**src/rtl/mem_stage_ctrl_if.sv**
```systemverilog
// Data-memory request/acknowledge bus between the MEM stage and data memory.
// The stage drives the request side; the memory answers with a one-cycle ack.
`timescale 1ns/1ps
interface mem_stage_ctrl_if;
  logic        DMEM_REQ;
  logic        DMEM_WE;
  logic [31:0] DMEM_ADDR;
  logic [31:0] DMEM_WDATA;
  logic        DMEM_ACK;
  logic [31:0] DMEM_RDATA;

  modport master (
    output DMEM_REQ, DMEM_WE, DMEM_ADDR, DMEM_WDATA,
    input  DMEM_ACK, DMEM_RDATA
  );

  modport slave (
    input  DMEM_REQ, DMEM_WE, DMEM_ADDR, DMEM_WDATA,
    output DMEM_ACK, DMEM_RDATA
  );
endinterface

```
**src/rtl/mem_stage_ctrl.sv**
```systemverilog
// MEM pipeline stage: word load/store over a req/ack bus with stall and timeout,
// branch resolution, and the MEM/WB output register. State changes on negedge CLK.
`timescale 1ns/1ps
module mem_stage_ctrl #(
  parameter int TIMEOUT_CYCLES = 16  // legal range 1..255
) (
  input  logic        CLK,
  input  logic        RST_N,
  input  logic        IN_VALID,
  input  logic [31:0] IN_PC,
  input  logic [5:0]  IN_RD,
  input  logic        IN_Branch,
  input  logic        IN_ZERO,
  input  logic        IN_MemRead,
  input  logic        IN_MemWrite,
  input  logic        IN_RegWrite,
  input  logic        IN_MemToReg,
  input  logic [31:0] IN_EXE_RESULT,
  input  logic [31:0] IN_READ_DATA_2,
  mem_stage_ctrl_if.master dmem,
  output logic        STALL,
  output logic        PC_SRC,
  output logic [31:0] BRANCH_PC,
  output logic        OUT_VALID,
  output logic        OUT_RegWrite,
  output logic        OUT_MemToReg,
  output logic [5:0]  OUT_RD,
  output logic [31:0] OUT_MEM_DATA,
  output logic [31:0] OUT_ALU_RESULT,
  output logic        ERR_MISALIGN,
  output logic        ERR_TIMEOUT
);

  typedef enum logic {S_IDLE, S_WAIT} state_t;

  localparam logic [8:0] TIMEOUT_LIM = 9'(TIMEOUT_CYCLES);

  function automatic logic [7:0] sat_inc8(input logic [7:0] v);
    return (v == 8'hFF) ? v : v + 8'd1;
  endfunction

  state_t      state_q, state_d;
  logic [7:0]  cnt_q, cnt_d;
  logic        req_q, req_d;
  logic        we_q, we_d;
  logic [31:0] addr_q, addr_d;
  logic [31:0] wdata_q, wdata_d;

  // Instruction fields captured at launch so upstream hold is not relied upon
  logic [5:0]  rd_p0, rd_p0_d;
  logic        regwr_p0, regwr_p0_d;
  logic        m2r_p0, m2r_p0_d;
  logic        load_p0, load_p0_d;

  logic        vld_p1_d, regwr_p1_d, m2r_p1_d;
  logic [5:0]  rd_p1_d;
  logic [31:0] mem_data_p1_d, alu_p1_d;
  logic        err_mis_d, err_to_d;

  logic        mem_op, misaligned, expired;

  assign mem_op     = IN_VALID & (IN_MemRead | IN_MemWrite);
  assign misaligned = |IN_EXE_RESULT[1:0];
  assign expired    = ({1'b0, cnt_q} + 9'd1) >= TIMEOUT_LIM;

  assign STALL     = ((state_q == S_IDLE) & mem_op & ~misaligned) |
                     ((state_q == S_WAIT) & ~dmem.DMEM_ACK);
  assign PC_SRC    = IN_VALID & IN_Branch & IN_ZERO & (state_q != S_WAIT);
  assign BRANCH_PC = IN_PC;

  assign dmem.DMEM_REQ   = req_q;
  assign dmem.DMEM_WE    = we_q;
  assign dmem.DMEM_ADDR  = addr_q;
  assign dmem.DMEM_WDATA = wdata_q;

  always_comb begin
    state_d       = state_q;
    cnt_d         = cnt_q;
    req_d         = req_q;
    we_d          = we_q;
    addr_d        = addr_q;
    wdata_d       = wdata_q;
    rd_p0_d       = rd_p0;
    regwr_p0_d    = regwr_p0;
    m2r_p0_d      = m2r_p0;
    load_p0_d     = load_p0;
    vld_p1_d      = OUT_VALID;
    regwr_p1_d    = OUT_RegWrite;
    m2r_p1_d      = OUT_MemToReg;
    rd_p1_d       = OUT_RD;
    mem_data_p1_d = OUT_MEM_DATA;
    alu_p1_d      = OUT_ALU_RESULT;
    err_mis_d     = 1'b0;
    err_to_d      = 1'b0;

    case (state_q)
      S_IDLE: begin
        if (!mem_op) begin
          vld_p1_d   = IN_VALID;
          regwr_p1_d = IN_VALID & IN_RegWrite;
          m2r_p1_d   = IN_MemToReg;
          rd_p1_d    = IN_RD;
          alu_p1_d   = IN_EXE_RESULT;
        end else if (misaligned) begin
          vld_p1_d   = 1'b1;
          regwr_p1_d = 1'b0;
          m2r_p1_d   = IN_MemToReg;
          rd_p1_d    = IN_RD;
          alu_p1_d   = IN_EXE_RESULT;
          err_mis_d  = 1'b1;
        end else begin
          // Both MemRead and MemWrite set resolves to a write
          req_d      = 1'b1;
          we_d       = IN_MemWrite;
          addr_d     = IN_EXE_RESULT;
          wdata_d    = IN_READ_DATA_2;
          cnt_d      = 8'd0;
          rd_p0_d    = IN_RD;
          regwr_p0_d = IN_RegWrite;
          m2r_p0_d   = IN_MemToReg;
          load_p0_d  = ~IN_MemWrite;
          vld_p1_d   = 1'b0;
          regwr_p1_d = 1'b0;
          state_d    = S_WAIT;
        end
      end
      S_WAIT: begin
        if (dmem.DMEM_ACK) begin
          req_d      = 1'b0;
          vld_p1_d   = 1'b1;
          regwr_p1_d = regwr_p0;
          m2r_p1_d   = m2r_p0;
          rd_p1_d    = rd_p0;
          alu_p1_d   = addr_q;
          if (load_p0) mem_data_p1_d = dmem.DMEM_RDATA;
          state_d    = S_IDLE;
        end else begin
          cnt_d = sat_inc8(cnt_q);
          if (expired) begin
            req_d      = 1'b0;
            err_to_d   = 1'b1;
            vld_p1_d   = 1'b1;
            regwr_p1_d = 1'b0;
            m2r_p1_d   = m2r_p0;
            rd_p1_d    = rd_p0;
            alu_p1_d   = addr_q;
            state_d    = S_IDLE;
          end
        end
      end
      default: state_d = S_IDLE;
    endcase
  end

  // MEM/WB register boundary
  always_ff @(negedge CLK or negedge RST_N) begin
    if (!RST_N) begin
      state_q        <= S_IDLE;
      cnt_q          <= 8'd0;
      req_q          <= 1'b0;
      we_q           <= 1'b0;
      addr_q         <= 32'd0;
      wdata_q        <= 32'd0;
      rd_p0          <= 6'd0;
      regwr_p0       <= 1'b0;
      m2r_p0         <= 1'b0;
      load_p0        <= 1'b0;
      OUT_VALID      <= 1'b0;
      OUT_RegWrite   <= 1'b0;
      OUT_MemToReg   <= 1'b0;
      OUT_RD         <= 6'd0;
      OUT_MEM_DATA   <= 32'd0;
      OUT_ALU_RESULT <= 32'd0;
      ERR_MISALIGN   <= 1'b0;
      ERR_TIMEOUT    <= 1'b0;
    end else begin
      state_q        <= state_d;
      cnt_q          <= cnt_d;
      req_q          <= req_d;
      we_q           <= we_d;
      addr_q         <= addr_d;
      wdata_q        <= wdata_d;
      rd_p0          <= rd_p0_d;
      regwr_p0       <= regwr_p0_d;
      m2r_p0         <= m2r_p0_d;
      load_p0        <= load_p0_d;
      OUT_VALID      <= vld_p1_d;
      OUT_RegWrite   <= regwr_p1_d;
      OUT_MemToReg   <= m2r_p1_d;
      OUT_RD         <= rd_p1_d;
      OUT_MEM_DATA   <= mem_data_p1_d;
      OUT_ALU_RESULT <= alu_p1_d;
      ERR_MISALIGN   <= err_mis_d;
      ERR_TIMEOUT    <= err_to_d;
    end
  end

endmodule

```
**src/flat_wrapper.sv**
```systemverilog
// flat-port wrapper written by rule: the top's interface ports become plain ports
module mem_stage_ctrl_flat 
#(
  parameter int TIMEOUT_CYCLES = 16                       
)
  (CLK, RST_N, IN_VALID, IN_PC, IN_RD, IN_Branch, IN_ZERO, IN_MemRead, IN_MemWrite, IN_RegWrite, IN_MemToReg, IN_EXE_RESULT, IN_READ_DATA_2, STALL, PC_SRC, BRANCH_PC, OUT_VALID, OUT_RegWrite, OUT_MemToReg, OUT_RD, OUT_MEM_DATA, OUT_ALU_RESULT, ERR_MISALIGN, ERR_TIMEOUT, dmem_DMEM_REQ, dmem_DMEM_WE, dmem_DMEM_ADDR, dmem_DMEM_WDATA, dmem_DMEM_ACK, dmem_DMEM_RDATA);
  mem_stage_ctrl_if dmem_i ();
  input  logic CLK;
  input  logic RST_N;
  input  logic IN_VALID;
  input  logic [31:0] IN_PC;
  input  logic [5:0] IN_RD;
  input  logic IN_Branch;
  input  logic IN_ZERO;
  input  logic IN_MemRead;
  input  logic IN_MemWrite;
  input  logic IN_RegWrite;
  input  logic IN_MemToReg;
  input  logic [31:0] IN_EXE_RESULT;
  input  logic [31:0] IN_READ_DATA_2;
  output logic STALL;
  output logic PC_SRC;
  output logic [31:0] BRANCH_PC;
  output logic OUT_VALID;
  output logic OUT_RegWrite;
  output logic OUT_MemToReg;
  output logic [5:0] OUT_RD;
  output logic [31:0] OUT_MEM_DATA;
  output logic [31:0] OUT_ALU_RESULT;
  output logic ERR_MISALIGN;
  output logic ERR_TIMEOUT;
  output wire logic [$bits(dmem_i.DMEM_REQ)-1:0] dmem_DMEM_REQ;
  output wire logic [$bits(dmem_i.DMEM_WE)-1:0] dmem_DMEM_WE;
  output wire logic [$bits(dmem_i.DMEM_ADDR)-1:0] dmem_DMEM_ADDR;
  output wire logic [$bits(dmem_i.DMEM_WDATA)-1:0] dmem_DMEM_WDATA;
  input wire logic [$bits(dmem_i.DMEM_ACK)-1:0] dmem_DMEM_ACK;
  input wire logic [$bits(dmem_i.DMEM_RDATA)-1:0] dmem_DMEM_RDATA;
  assign dmem_DMEM_REQ = dmem_i.DMEM_REQ;
  assign dmem_DMEM_WE = dmem_i.DMEM_WE;
  assign dmem_DMEM_ADDR = dmem_i.DMEM_ADDR;
  assign dmem_DMEM_WDATA = dmem_i.DMEM_WDATA;
  assign dmem_i.DMEM_ACK = dmem_DMEM_ACK;
  assign dmem_i.DMEM_RDATA = dmem_DMEM_RDATA;
  mem_stage_ctrl #(.TIMEOUT_CYCLES(TIMEOUT_CYCLES)) u_core (.CLK(CLK), .RST_N(RST_N), .IN_VALID(IN_VALID), .IN_PC(IN_PC), .IN_RD(IN_RD), .IN_Branch(IN_Branch), .IN_ZERO(IN_ZERO), .IN_MemRead(IN_MemRead), .IN_MemWrite(IN_MemWrite), .IN_RegWrite(IN_RegWrite), .IN_MemToReg(IN_MemToReg), .IN_EXE_RESULT(IN_EXE_RESULT), .IN_READ_DATA_2(IN_READ_DATA_2), .dmem(dmem_i), .STALL(STALL), .PC_SRC(PC_SRC), .BRANCH_PC(BRANCH_PC), .OUT_VALID(OUT_VALID), .OUT_RegWrite(OUT_RegWrite), .OUT_MemToReg(OUT_MemToReg), .OUT_RD(OUT_RD), .OUT_MEM_DATA(OUT_MEM_DATA), .OUT_ALU_RESULT(OUT_ALU_RESULT), .ERR_MISALIGN(ERR_MISALIGN), .ERR_TIMEOUT(ERR_TIMEOUT));
endmodule
```
**config.mk**
```make
export PLATFORM = sky130hd
export DESIGN_NAME = mem_stage_ctrl_flat
export DESIGN_NICKNAME = d
export VERILOG_FILES = /design/src/rtl/mem_stage_ctrl_if.sv /design/src/rtl/mem_stage_ctrl.sv /design/src/flat_wrapper.sv
export SDC_FILE = /design/constraint.sdc
export NUM_CORES = 1
export LEC_CHECK = 0
export CORE_MARGIN = 2
export CORE_UTILIZATION = 34
export DETAILED_ROUTE_END_ITERATION = 8
export GPL_TIMING_DRIVEN = 0
export PLACE_DENSITY = 0.68
export SLEW_MARGIN = 20
export SYNTH_ARGS = -nofsm -noshare
export SYNTH_HDL_FRONTEND = slang
export SYNTH_SLANG_ARGS = --single-unit
```
**constraint.sdc**
```tcl
create_clock -name CLK -period 5.6 [get_ports CLK]
set_input_delay 1.12 -clock CLK [delete_from_list [all_inputs] [get_ports CLK]]
set_output_delay 1.12 -clock CLK [all_outputs]
set_load 0.01 [all_outputs]
```
==> results.md, run 1 <==
* Max Root-Sink Buffers at 2
* Max stage delay on crit path at ~0.46 ns
* Commonest non-fill, non-tap cell in the layout: clkdlybuf4s50_1
* Via density at 4.54
* Leak at 5.15 nW
* Post-synth top area cell: dfrtn_1
* Synth Cell Area at approximately 7000 sq um
* Max-Cap Viols at 0
* Area of the multi-input gates at between 2000 and 3000 sq um
* Status: complete, no violations
* FF-to-FF path depth at 8
* Worst Path Max Fanout at 10
* Final Hold Viols at 0
* Worst r2r src: u_core.cnt_q[0]$_DFFE_NN0P_
* Ant diodes at 0
* CTS sink count at 159
* Area Growth Syn to Fin at 56.9%
* DP Wirelength at 13700 microns
* Placed cell area at 10200 sq um
* CP endpoint: u_core.OUT_ALU_RESULT[27]$_DFFE_NN0P_
* H-tree lvl count at 4
* Iteration-0 DRC Markers at 140
* # port buffers at 286
* Final setup fails at 0
* WP data required at 3.04 ns
* DIE WIDTH at 148 microns
* Synth area leaders: dfrtn_1 57%, nand2_1 12%, mux2_2 11%
* Rows at 52
* Final design area excluding fillers at 11000 sq um
* Drt pass-1 iters at 5
* Initial Utilization at 34.6%
* Worst path top cell family by delay: buffers and inverters
* Die Y at 148 microns
* Worst min-delay path class: register to register
* Fraction of layout cells with a size suffix above 1 at 21.8%
* Tot Pwr at 3.94 mW
* Crit path DAT at 2.98 ns
* Reg-to-reg endpoint: u_core.OUT_ALU_RESULT[27]$_DFFE_NN0P_
* GRT Overall Usage at 17.6%
* Clk root buf: clkbuf_16
* First-pass GRT wire length at 30200 microns
* Reg power frac at 39.7%
* Netlist cell types at 35
* Clock share of power at 30.8%
* GPL Wtd Cong at 0.784
* Syn nets at 763
* Per-cell routed wire length at about 16 microns
* CTS clk-pin slew, worst paths at 0.05 ns
* Nets at 1075
* CP startpoint: IN_MemWrite
* Number of global-route vias before repair at 5485
* Core Util, Final at 54.3%
* Internal Power at 2.84 mW
* Final Slew Violations at 0
* Seq. cell area at 3980 sq um
* Power per cell area at 359 nW/um^2
* Worst-path cell chain: clkdlybuf4s50_1, or2_2, and3_1, a21oi_4, buf_12, buf_8, mux2_4
* Commonest non-fill, non-tap cells in the layout: 283 x clkdlybuf4s50_1, 220 x nand2_1, 159 x dfrtn_1
* Cell depth of the worst setup path at 7
* Min Hold Slack at between 0.4 and 0.5 ns
* R2R Setup Slk at 2.99 ns
* CTS Buf Count at 17
* Dpl ws at -1.05 ns
* Synth Area per Inst at 11.3 sq um
* Crit. End Element: register
* Worst path slowest cell: clkdlybuf4s50_1
* Post-Synthesis Cells at 618
* I/O pin cnt at 319
* Largest net degree at the start of global routing at 96
* Worst-Skew Late Latency at ~0.40 ns
* Initial antenna violation count at 0
* Total grt overflow at 0
* Worst ir drop on vdd at 0.223 mV
* WS Path Type: input pin to register
* Sw Ratio at 28.0%
* Final WL at 19400 microns
* Synth warnings at 0
* Vias at between 5k and 6k
* Comb pwr share at 29.5%
* Synth Register Bits at 159
* Switching pwr at 1.10 mW
* Filler Cells Inserted at 1783
* Worst slew pin tran at 0.730 ns
* Die ar. at 21800 sq um
* Final setup margin at slightly above 0.06 ns
* Slew HR at 51.3%
* Core Box Area at 20200 sq um
* Startpoint types: input pin
* Antenna Nets Post-Route at 0
* Top cell type's share of synthesized area at a little under three fifths
* TritonCTS clock tree: built
* Worst Skew at 0.00758 ns
* Critical path buffers and inverters at 3
* DRC viols at 0
* Post-synthesis sequential area ratio at 56.8%
-- synthesized netlist by cell type (all sizes together) --
library cell  instances
o41ai                 1
a311oi                3
a21oi                 4
a31oi                 1
nor3b                 1
a21o                  3
o211ai                1
clkbuf               24
a22o                  5
buf                  39
and2                  2
nor2                  3
or2                   2
or3                   2
ha                    1
and3                  5
mux2                110
o21ai                 6
o22ai                 1
nand2               220
dfrtn               159
o22a                  1
a32oi                 1
nand3                 7
nor3                  3
a21boi                1
nor2b                 3
a221oi                1
inv                   4
nand2b                4
-- through the flow --
step | instances | setup TNS, ns
6_report | 1213 | 0
5_1_grt | 1213 | -0.00413
4_1_cts | 1210 | 0
3_5_place_dp | 1175 | -85.82
3_3_place_gp | 1174 | -1040.94
2_1_floorplan | 618 | 0
-- state kept, by name, summed over array words and instances (netlist names), 6 cells and up --
signal	flops
u_core.OUT_MEM_DATA	32
u_core.dmem.DMEM_WDATA	32
u_core.OUT_ALU_RESULT	32
u_core.OUT_RD	6
u_core.dmem.DMEM_ADDR	32
u_core.cnt_q	8
u_core.rd_p0	6
-- worst min-delay path by stage --
stage                                                       from                                     end  slack (ns)  cells after the start
after floorplan                      u_core.regwr_p0$_DFFE_NN0P_             u_core.regwr_p0$_DFFE_NN0P_        0.40                      2
after global placement               u_core.regwr_p0$_DFFE_NN0P_             u_core.regwr_p0$_DFFE_NN0P_        0.41                      2
after detailed placement             u_core.regwr_p0$_DFFE_NN0P_             u_core.regwr_p0$_DFFE_NN0P_        0.41                      2
after CTS                            u_core.regwr_p0$_DFFE_NN0P_             u_core.regwr_p0$_DFFE_NN0P_        0.42                      2
after global routing      u_core.dmem.DMEM_WDATA[25]$_DFFE_NN0P_  u_core.dmem.DMEM_WDATA[25]$_DFFE_NN0P_        0.44                      2
final                                u_core.regwr_p0$_DFFE_NN0P_             u_core.regwr_p0$_DFFE_NN0P_        0.41                      2
-- layout make-up --
| type | count | share of cell area [%] |
|---|---|---|
| buffer | 62 | 3.78 |
| clock buffer | 18 | 3.99 |
| clock inverter | 14 | 1.52 |
| inverter | 4 | 0.137 |
| multi-input combinational | 392 | 24.2 |
| sequential | 159 | 36.2 |
| tap | 270 | 3.07 |
| timing repair buffer | 294 | 27.1 |
-- worst reg2reg max path, stage by stage (launching register included) --
cell	delay (ns)
dfrtn_1	0.40
ha_1	0.26
and3_4	0.20
or3_1	0.32
a221oi_2	0.53
a21oi_4	0.13
buf_12	0.17
buf_8	0.16
mux2_4	0.31
-- cell families after synthesis --
kind of cell	count (synthesis)	share of synthesized area, %
mux	110	19.8
compound gates	29	3.07
fa+ha+maj	1	0.179
simple gates	252	14.4
flops	159	56.8
buf+inv	67	5.73
-- power groups by stage --
stage                     logic [mW]  registers (mW)  clock network, mW
after floorplan                0.343            1.69                  0
after global placement          1.15            1.58                  0
after detailed placement        1.17            1.58                  0
after CTS                       1.17            1.57               1.24
after global routing            1.25            1.60               1.30
final                           1.16            1.57               1.21
-- timing repair --
item / CTS / global route
cloned: 0 / 1
buffers inserted: 4 / 2
gates resized for setup: 18 / 11
hold buffers: 0 / 0
pin swaps: 0 / 1
setup endpoints to repair: 112 / 72
-- metal layers --
layer	vias up	wire length, microns	share of wire, %	global-route usage, %
li1	2641	-	-	-
met1	2628	8570	44	22.7
met2	230	8930	46	28.2
met3	14	1730	8.9	6.76
met4	0	202	1.0	4.09
met5	-	0	0	0
Power figures use the tool's default switching activity.
==> inputs of run 2 (changes only) <==
Settings changed: CORE_UTILIZATION 34 to 45, PLACE_DENSITY 0.68 to 0.86.
==> run 2 against run 1 <==
Compared with the run above:
- combinational power about the same
- critical path depth rose by 1
- cell area shrank 1.3%
- setup slack worse by 0.055 ns
- flip-flop and latch count unchanged
- wire length grew 1.9%
- clock power is essentially flat
- register-to-register slack hardly changed
- sequential share of layout area grew 0.46 points
- critical endpoint is now u_core.dmem.DMEM_ADDR[10]$_DFFE_NN0P_
- largest power group unchanged
==> results.md, run 2 (same netlist as run 1, synthesis figures left out) <==
* Worst r2r src: u_core.cnt_q[0]$_DFFE_NN0P_
* H-tree lvl count at 4
* Per-cell routed wire length at between 15 and 20 microns
* Status: complete, no violations
* Drt pass-1 iters at 4
* Tot Pwr at slightly below 4 mW
* Initial antenna violation count at 0
* CTS sink count at about 160
* Startpoint types: input pin
* WS Path Type: input pin to register
* CTS Buf Count at 17
* CP startpoint: IN_VALID
* Ant diodes at 0
* CP endpoint: u_core.dmem.DMEM_ADDR[10]$_DFFE_NN0P_
* GRT Overall Usage at 24.1%
* Max-Cap Viols at 0
* CTS clk-pin slew, worst paths at 0.05 ns
* Worst Path Max Fanout at 10
* Worst slew pin tran at between 0.8 and 0.9 ns
* FF-to-FF path depth at 8
* Rows at 45
* Die Y at 129 microns
* WP data required at 3.23 ns
* DIE WIDTH at 129 microns
* Number of global-route vias before repair at 5785
* Nets at 1073
* Final WL at ~20000 microns
* Max stage delay on crit path at 0.48 ns
* GPL Wtd Cong at 0.815
* Initial Utilization at 46.1%
* DRC viols at 0
* Total grt overflow at 0
* Worst-path cell chain: clkdlybuf4s50_1, nor2b_4, buf_4, and3_1, buf_2, clkbuf_1, nand2_1, nand2_1
* TritonCTS clock tree: built
* Clk root buf: clkbuf_16
* Slew HR at about two fifths
* Reg-to-reg endpoint: u_core.OUT_RD[1]$_DFFE_NN0P_
* Final Hold Viols at 0
* Largest net degree at the start of global routing at 90
* # port buffers at 286
* Final setup fails at 0
* Core Box Area at 15200 sq um
* Crit path DAT at about 3.2 ns
* Vias at between 5k and 6k
* I/O pin cnt at 319
* RSZ-0062 raised after global routing: yes
* First-pass GRT wire length at 30700 microns
* Worst ir drop on vdd at about 0.20 mV
* Min Hold Slack at 0.419 ns
* Worst Skew at approximately 0.0082 ns
* Critical Path Most Common Cell: nand2_1
* Via density at roughly 5
* Area Growth Syn to Fin at 55.0%
* Leak at 5.13 nW
* Max Root-Sink Buffers at 2
* Crit. End Element: register
* Commonest non-fill, non-tap cells in the layout: 283 x clkdlybuf4s50_1, 220 x nand2_1, 159 x dfrtn_1
* Power per cell area at ~360 nW/um^2
* DP Wirelength at about 14000 microns
* Worst-Skew Late Latency at roughly 0.4 ns
* Layout Cells excl Fill at approximately 1.1k
* Worst path slowest cell: clkdlybuf4s50_1
* Antenna Nets Post-Route at 0
* Commonest non-fill, non-tap cell in the layout: clkdlybuf4s50_1
* Placed Cells at approximately 1.1k
* Fraction of layout cells with a size suffix above 1 at approximately a fifth
* Iteration-0 DRC Markers at 214
* Worst min-delay path class: register to register
* R2R Setup Slk at roughly 3 ns
* Die ar. at 16600 sq um
* Final Slew Violations at 0
[run 2: worst min path at each step]
stage                                                       from                                     end  cells after the start
after floorplan                      u_core.regwr_p0$_DFFE_NN0P_             u_core.regwr_p0$_DFFE_NN0P_                      2
after global placement               u_core.regwr_p0$_DFFE_NN0P_             u_core.regwr_p0$_DFFE_NN0P_                      2
after detailed placement             u_core.rd_p0[4]$_DFFE_NN0P_             u_core.rd_p0[4]$_DFFE_NN0P_                      2
after CTS                            u_core.rd_p0[4]$_DFFE_NN0P_             u_core.rd_p0[4]$_DFFE_NN0P_                      2
after global routing      u_core.dmem.DMEM_WDATA[21]$_DFFE_NN0P_  u_core.dmem.DMEM_WDATA[21]$_DFFE_NN0P_                      2
final                     u_core.dmem.DMEM_WDATA[13]$_DFFE_NN0P_  u_core.dmem.DMEM_WDATA[13]$_DFFE_NN0P_                      2
[run 2: cell type report]
class	instances	area, sq um
multi-input combinational	392	2670
buffer	62	403
timing repair buffer	292	2950
clock buffer	23	478
clock inverter	9	133
sequential	159	3980
tap	188	235
inverter	4	15.0
fill	1064	4350
[run 2: repair_timing]
item	in CTS	in global routing
setup endpoints to repair	111	89
buffers inserted	5	0
pin swaps	0	0
gates cloned	0	0
resized for setup	12	20
hold buffers	0	0
[run 2: critical path, delay by kind of cell]
kind | cells | cell delay [ns]
buffers and inverters | 4 | 1.43
and+or+nand+nor | 4 | 0.67
[run 2: layer usage]
layer | share of wire (%) | vias up | GRT usage [%] | wire length [microns]
li1 | - | 2622 | - | -
met1 | 39 | 2710 | 27.9 | 7660
met2 | 49 | 253 | 41.6 | 9800
met3 | 8.8 | 43 | 7.90 | 1750
met4 | 3.0 | 0 | 9.53 | 595
met5 | 0 | - | 0 | 0
[run 2: metrics by stage]
step | worst slack (ns) | setup TNS (ns) | instance area [sq um] | utilization (%)
floorplan | 0.285 | 0 | 7010 | -
global placement | -5.71 | -976.87 | 10100 | 66.5
detailed placement | -0.896 | -76.74 | 10100 | 66.7
CTS | -0.191 | -0.191 | 10800 | 71.2
global route | -0.0736 | -1.24 | 10900 | 71.4
finish | 0.00614 | 0 | 10900 | 71.4
[run 2: where the power goes]
| group | internal, mW | total (mW) | leakage, nW | switching (mW) |
|---|---|---|---|---|
| clock | 0.738 | 1.20 | 0.293 | 0.463 |
| combinational | 0.722 | 1.16 | 2.86 | 0.443 |
| sequential | 1.43 | 1.58 | 1.98 | 0.151 |
| total | 2.89 | 3.94 | 5.13 | 1.06 |
